--- src/rtl/fft_pkg.sv ---
// Shared types for the fft_np frame controller: complex sample layout, FSM states
// and the bit-reverse helper used to restore natural bin order.
package fft_pkg;

  localparam int CPLX_W = 16;

  // Real part sits in the low half and imag in the high half, matching the fft_np lane layout.
  typedef struct packed {
    logic signed [CPLX_W/2-1:0] im;
    logic signed [CPLX_W/2-1:0] re;
  } cplx_t;

  typedef enum logic [1:0] {S_FILL, S_WAIT, S_DRAIN} state_e;

  function automatic logic [7:0] bitrev(input logic [7:0] v, input int w);
    logic [7:0] r;
    r = '0;
    for (int i = 0; i < 8; i++)
      if (i < w) r[i] = v[w-1-i];
    return r;
  endfunction

endpackage

--- src/rtl/fft_drain_buf.sv ---
// N-slot output buffer holding one fft_np result frame, plus the drain read mux.
// FFT_FRAME_CTRL_BITREV_EN selects bit-reversed read order.
module fft_drain_buf
  import fft_pkg::*;
#(
  parameter int N  = 4,
  parameter int SW = 16,
  parameter int IW = 2
) (
  input  logic          clk,
  input  logic          arst_n,
  input  logic          cap_en_i,
  input  logic          clr_i,
  input  logic [N*SW-1:0] frame_i,
  input  logic [IW-1:0] idx_i,
  output logic [SW-1:0] data_o
);

  logic [N-1:0][SW-1:0] buf_q;
  logic [IW-1:0]        rd_idx;

  always_ff @(posedge clk or negedge arst_n) begin
    if (!arst_n)       buf_q <= '0;
    else if (clr_i)    buf_q <= '0;
    else if (cap_en_i) buf_q <= frame_i;
  end

`ifdef FFT_FRAME_CTRL_BITREV_EN
  assign rd_idx = IW'(bitrev(8'(idx_i), IW));
`else
  assign rd_idx = idx_i;
`endif

  assign data_o = buf_q[rd_idx];

endmodule

--- src/rtl/fft_frame_ctrl.sv ---
// Serial valid/ready wrapper around the parallel fft_np core: fill a frame, wait the
// core latency, drain bins. Optional FFT_FRAME_CTRL_BITREV_EN reorders drained bins.
module fft_frame_ctrl
  import fft_pkg::*;
#(
  parameter int N            = 4,
  parameter int SAMPLE_WIDTH = 16,
  parameter int FFT_LATENCY  = 0
) (
  input  logic                      clk,
  input  logic                      arst_n,
  input  logic                      flush,
  input  logic                      s_valid,
  output logic                      s_ready,
  input  logic [SAMPLE_WIDTH-1:0]   s_data,
  output logic                      m_valid,
  input  logic                      m_ready,
  output logic [SAMPLE_WIDTH-1:0]   m_data,
  output logic                      m_last,
  output logic [N*SAMPLE_WIDTH-1:0] fft_data_in,
  input  logic [N*SAMPLE_WIDTH-1:0] fft_data_out,
  output logic                      busy,
  output logic [15:0]               frames_done
);

  localparam int            IW   = $clog2(N);
  localparam logic [IW-1:0] LAST = IW'(N-1);
  localparam logic [3:0]    LAT  = 4'(FFT_LATENCY);

  state_e                    state_q, state_d;
  logic [IW-1:0]             idx_q, idx_d;
  logic [3:0]                wcnt_q, wcnt_d;
  logic [15:0]               frames_q, frames_d;
  logic [N*SAMPLE_WIDTH-1:0] fin_q;
  logic                      wr_en, cap_en;
  logic [SAMPLE_WIDTH-1:0]   buf_data;

  always_ff @(posedge clk or negedge arst_n) begin
    if (!arst_n) begin
      state_q  <= S_FILL;
      idx_q    <= '0;
      wcnt_q   <= '0;
      frames_q <= '0;
    end else begin
      state_q  <= state_d;
      idx_q    <= idx_d;
      wcnt_q   <= wcnt_d;
      frames_q <= frames_d;
    end
  end

  // Flush wins over any handshake in the same cycle, including a sample offered while s_ready=1.
  always_comb begin
    state_d  = state_q;
    idx_d    = idx_q;
    wcnt_d   = wcnt_q;
    frames_d = frames_q;
    wr_en    = 1'b0;
    cap_en   = 1'b0;
    if (flush) begin
      state_d = S_FILL;
      idx_d   = '0;
      wcnt_d  = '0;
    end else begin
      case (state_q)
        S_FILL: if (s_valid) begin
          wr_en = 1'b1;
          if (idx_q == LAST) begin
            idx_d   = '0;
            wcnt_d  = LAT;
            state_d = S_WAIT;
          end else idx_d = idx_q + 1'b1;
        end
        S_WAIT: if (wcnt_q == '0) begin
          cap_en  = 1'b1;
          idx_d   = '0;
          state_d = S_DRAIN;
        end else wcnt_d = wcnt_q - 1'b1;
        S_DRAIN: if (m_ready) begin
          if (idx_q == LAST) begin
            idx_d    = '0;
            frames_d = frames_q + 1'b1;
            state_d  = S_FILL;
          end else idx_d = idx_q + 1'b1;
        end
        default: state_d = S_FILL;
      endcase
    end
  end

  always_ff @(posedge clk or negedge arst_n) begin
    if (!arst_n)    fin_q <= '0;
    else if (wr_en) fin_q[idx_q*SAMPLE_WIDTH +: SAMPLE_WIDTH] <= s_data;
  end

  fft_drain_buf #(.N(N), .SW(SAMPLE_WIDTH), .IW(IW)) u_buf (
    .clk      (clk),
    .arst_n   (arst_n),
    .cap_en_i (cap_en),
    .clr_i    (flush),
    .frame_i  (fft_data_out),
    .idx_i    (idx_q),
    .data_o   (buf_data)
  );

  assign s_ready     = (state_q == S_FILL);
  assign m_valid     = (state_q == S_DRAIN);
  assign m_last      = m_valid && (idx_q == LAST);
  assign m_data      = m_valid ? buf_data : '0;
  assign busy        = (state_q != S_FILL) || (idx_q != '0);
  assign frames_done = frames_q;
  assign fft_data_in = fin_q;

endmodule

--- config.mk ---
export PLATFORM = sky130hd
export DESIGN_NAME = fft_frame_ctrl
export DESIGN_NICKNAME = d
export VERILOG_FILES = /design/src/rtl/fft_pkg.sv /design/src/rtl/fft_drain_buf.sv /design/src/rtl/fft_frame_ctrl.sv
export SDC_FILE = /design/constraint.sdc
export NUM_CORES = 1
export LEC_CHECK = 0
export ABC_AREA = 1
export CAP_MARGIN = 20
export CORE_ASPECT_RATIO = 1.1
export CORE_UTILIZATION = 45
export DETAILED_ROUTE_END_ITERATION = 6
export PLACE_DENSITY = 0.72
export SLEW_MARGIN = 20
export SYNTH_ARGS = -nofsm -noshare
export SYNTH_HDL_FRONTEND = slang
export SYNTH_HIERARCHICAL = 1
export SYNTH_SLANG_ARGS = --single-unit
--- constraint.sdc ---
create_clock -name clk -period 3.8 [get_ports clk]
set_clock_uncertainty 0.15 [all_clocks]
set_input_delay 0.76 -clock clk [delete_from_list [all_inputs] [get_ports clk]]
set_output_delay 0.76 -clock clk [all_outputs]
set_load 0.02 [all_outputs]
==> impl_summary.txt <==
----------------------------------------------------
[GRT]
  Via count of the first global-routing pass ... 6852
  Total congestion overflow after global routing ... 0
  Largest net degree at the start of global routing ... between 60 and 70
  Global-route wire length before repair ... between 30 and 40 mm
  Antenna violations before repair ... 0
  All-Layer GR Usage ... 25.51%

[Pwr]
  Fraction of power spent switching nets ... 40.02%
  Worst ir drop on vdd ... 0.4011 mV
  Clock power share ... 26.9%
  Internal Power ... 3.538 mW
  Net Switching ... 2.361 mW
  Pleak ... 5.225 nW
  Part of the total power dissipated in combinational logic ... between 30% and 40%
  Power per Cell Area ... 574.5 nW/um^2
  Seq pwr share ... 35.5%

[Routing]
  Residual antenna-violating net count after detailed routing ... 0
  Total vias in the final route ... 7125
  Total length of routed wires ... 22.09 mm
  DR WL/cell ... around 16 um
  DR DRC count ... 0
  Per-cell via count in the routed design ... 5.104
  Violation count after the first detailed-routing iteration ... 588
  Router iterations before antenna repair ... 4

[Synth]
  Portion of the post-synthesis area used by sequential elements ... about half
  Number of cells produced by synthesis ... 990
  Share of flip-flops with an asynchronous set or reset after synthesis ... between 90% and 100%
  Yosys cell types ... 27
  Number of enable flip-flop cells after synthesis ... 0
  Number of register bits inferred by synthesis ... 152
  Syn. warnings ... 6
  Synth Flop Type ... dfrtp_1
  Synthesized area per cell ... 7.922 um^2
  Netlist area before placement ... between 7000 and 8000 um^2
  Synth Net Count ... 1088

[Finish]
  Count of inserted antenna diode cells ... 0
  Total area of sequential cells ... 3805 um^2
  Area used by multi-input combinational logic ... ~3200 um^2
  Proportion of layout cells with a drive suffix above 1 ... 7.659%
  Filler instances ... about 1600
  Number of nets in the finished design ... 1247
  Area delta synth->final ... 30.92%

[Critical path]
  Type of the worst setup path ... reg2out
  Sequence of cells on the critical path ... inv_2 > nand2_1 > nand3_1 > nand2_1 > nand2_1 > inv_1 > clkdlybuf4s50_1
  Startpoint type of the worst setup path ... flip-flop
  Data required time at the worst endpoint ... between 2 and 3 ns
  Maximum fanout encountered on the critical timing path ... 32
  CP delay by family, top ... buffers and inverters
  Data arrival time of the critical path ... 2.49 ns
  Crit-path slowest cell ... dfrtp_2
  Number of buffer and inverter stages on the critical path ... 3
  Most Frequent Cell on Critical Path ... nand2_1
  Type of destination of the critical path ... primary output
  Crit-path max cell delay ... ~0.65 ns

[STA]
  Final Hold Violating Endpoints ... 0
  Clock period minus final worst setup slack ... 3.399 ns
  Highest attainable clock frequency ... 0.2942 GHz
  Tightest slew margin relative to the limit ... between 40% and 50%
  Min setup slack post-route ... 0.4013 ns
  Max Slew Vio Count ... 0
  Total negative setup slack ... 0 ns
  Share of the clock period used by the worst path ... between 80% and 90%
  RSZ-0062 raised after global routing ... no
  Setup violations, final ... 0
  Final-layout worst hold slack ... 0.1219 ns
  Actual slew at the worst max-slew pin ... around 0.82 ns

[Run status]
  Outcome ... finished, final reports clean

[Clock tree]
  CTS tree ... built
  Number of buffers added for setup after CTS ... 0
  Clock transition at the register clock pins on the worst setup and hold paths after CTS ... about 0.07 ns
  Clock H-tree levels ... 4
  Post-CTS resize count ... 0
  Maximum buffer depth of the clock tree ... 2
  Post-CTS Hold Fix Bufs ... 0
  Number of clock sinks ... 152
  Number of buffers created by CTS ... 17
  Clock latency reported for the late side of the worst-skew pair ... 0.43 ns
  Buffer cell driving the clock tree root ... clkbuf_16

[Die]
  Boundary Pins ... 185
  Total die area ... around 18000 um^2
  Vertical die dimension ... 140.5 um
  Initial cell density of the core ... 46.09%
  Total number of placement rows ... 50
  Core area ... 17020 um^2
  Die boundary width ... 127.9 um

[Placed design]
  Worst slack after detailed placement ... 0.7789 ns
  GP Congestion ... 0.8778
  DPL Wire Length ... 15.06 mm
  IO Port Bufs ... 184

[Min path]
  Class of the tightest hold or removal check ... in2async

[Flow run]
  Number of max-cap violations ... 0

----------------------------------------------------
==> power groups by stage <==
stage | combinational (mW) | clock, mW | sequential (mW)
CTS | 2.22 | 1.62 | 2.09
global placement | 2.18 | 0 | 2.11
global route | 2.43 | 1.69 | 2.13
detailed placement | 2.20 | 0 | 2.11
floorplan | 1.28 | 0 | 2.24
finish | 2.22 | 1.59 | 2.10
==> cells in the mapped netlist, types with 8 or more instances <==
master / number / area (um^2)
buf_2: 21 / 105.1
buf_4: 9 / 67.56
buf_6: 16 / 180.2
dfrtp_1: 152 / 3804
ha_1: 13 / 162.7
inv_1: 109 / 409.1
inv_2: 12 / 45.04
nand2_1: 345 / 1295
nand3_1: 103 / 515.5
nand4_1: 67 / 419.2
nor2_1: 20 / 75.07
nor2_4: 8 / 90.09
o21ai_0: 12 / 60.06
o21ai_1: 54 / 270.3
o21ai_2: 10 / 87.58
xor2_1: 8 / 70.07
==> cells in the final DEF (no fill, tap or decap), drive strengths merged, types with 6 or more instances in the layout <==
master	netlist	final
o21ai	76	76
clkinv	0	6
inv	121	126
xor2	8	8
nor2	33	33
ha	13	13
dfrtp	152	152
nand2	350	350
nand3	104	104
buf	51	14
clkbuf	6	18
clkdlybuf4s50	0	183
nand4	67	67
==> state kept, by name, indices dropped and copies added, names as in the netlist <==
register     count
frames_done     16
idx_q            2
state_q          2
wcnt_q           4
u_buf/buf_q     64
fft_data_in     64
==> metrics by stage <==
step	instances	cell area [um^2]	util [%]	total power [mW]
final	1396	10270	60.34	5.898
after global routing	1396	10270	60.34	6.249
after CTS	1396	10260	60.32	5.926
after detailed placement	1364	9716	57.10	4.318
after global placement	1364	9716	57.10	4.289
after floorplan	990	7843	-	3.520
==> final timing paths <==
check                           startpoint               to  slack, ns  depth (start not counted)
hold reg to reg            u_buf/buf_q[31]  u_buf/buf_q[31]       0.32                          2
setup / recovery                  idx_q[0]       m_data[14]       0.40                          7
hold / removal                      arst_n  u_buf/buf_q[57]       0.12                          1
max in group asynchronous           arst_n  frames_done[12]       2.49                          2
min in group clk           u_buf/buf_q[31]  u_buf/buf_q[31]       0.32                          2
setup reg to reg                  idx_q[0]  fft_data_in[38]       1.24                          8
==> per-layer routing <==
| layer | vias up | global-route usage, % | routed length (um) | part of all wire (%) |
|---|---|---|---|---|
| met5 | - | 0 | 0 | 0 |
| li1 | 3481 | - | - | - |
| met4 | 0 | 8.359 | 430 | 1.9 |
| met1 | 3349 | 32.27 | 9309 | 42 |
| met2 | 260 | 41.65 | 10590 | 48 |
| met3 | 35 | 7.639 | 1758 | 8.0 |
==> layout make-up <==
cell class / instances / area share, %
inverters: 121 / 4.424
flip-flops and latches: 152 / 37.06
multi-input cells: 660 / 31.17
repair buffers: 197 / 19.14
clock inverters: 14 / 1.170
well taps: 234 / 2.852
clock buffers: 18 / 4.180
==> logic make-up (layout without fill, tap and decap cells) <==
| kind of cell | Yosys count | after routing | synth area share, % |
|---|---|---|---|
| and+or+nand+nor | 558 | 558 | 31.84 |
| xor gates and xnor gates | 12 | 12 | 1.340 |
| buffers and inverters | 178 | 350 | 10.82 |
| AOI/OAI and AO/OA | 77 | 77 | 5.424 |
| DFF | 152 | 152 | 48.50 |
| adders and majority gates | 13 | 13 | 2.074 |
Power figures use the tool's default switching activity.
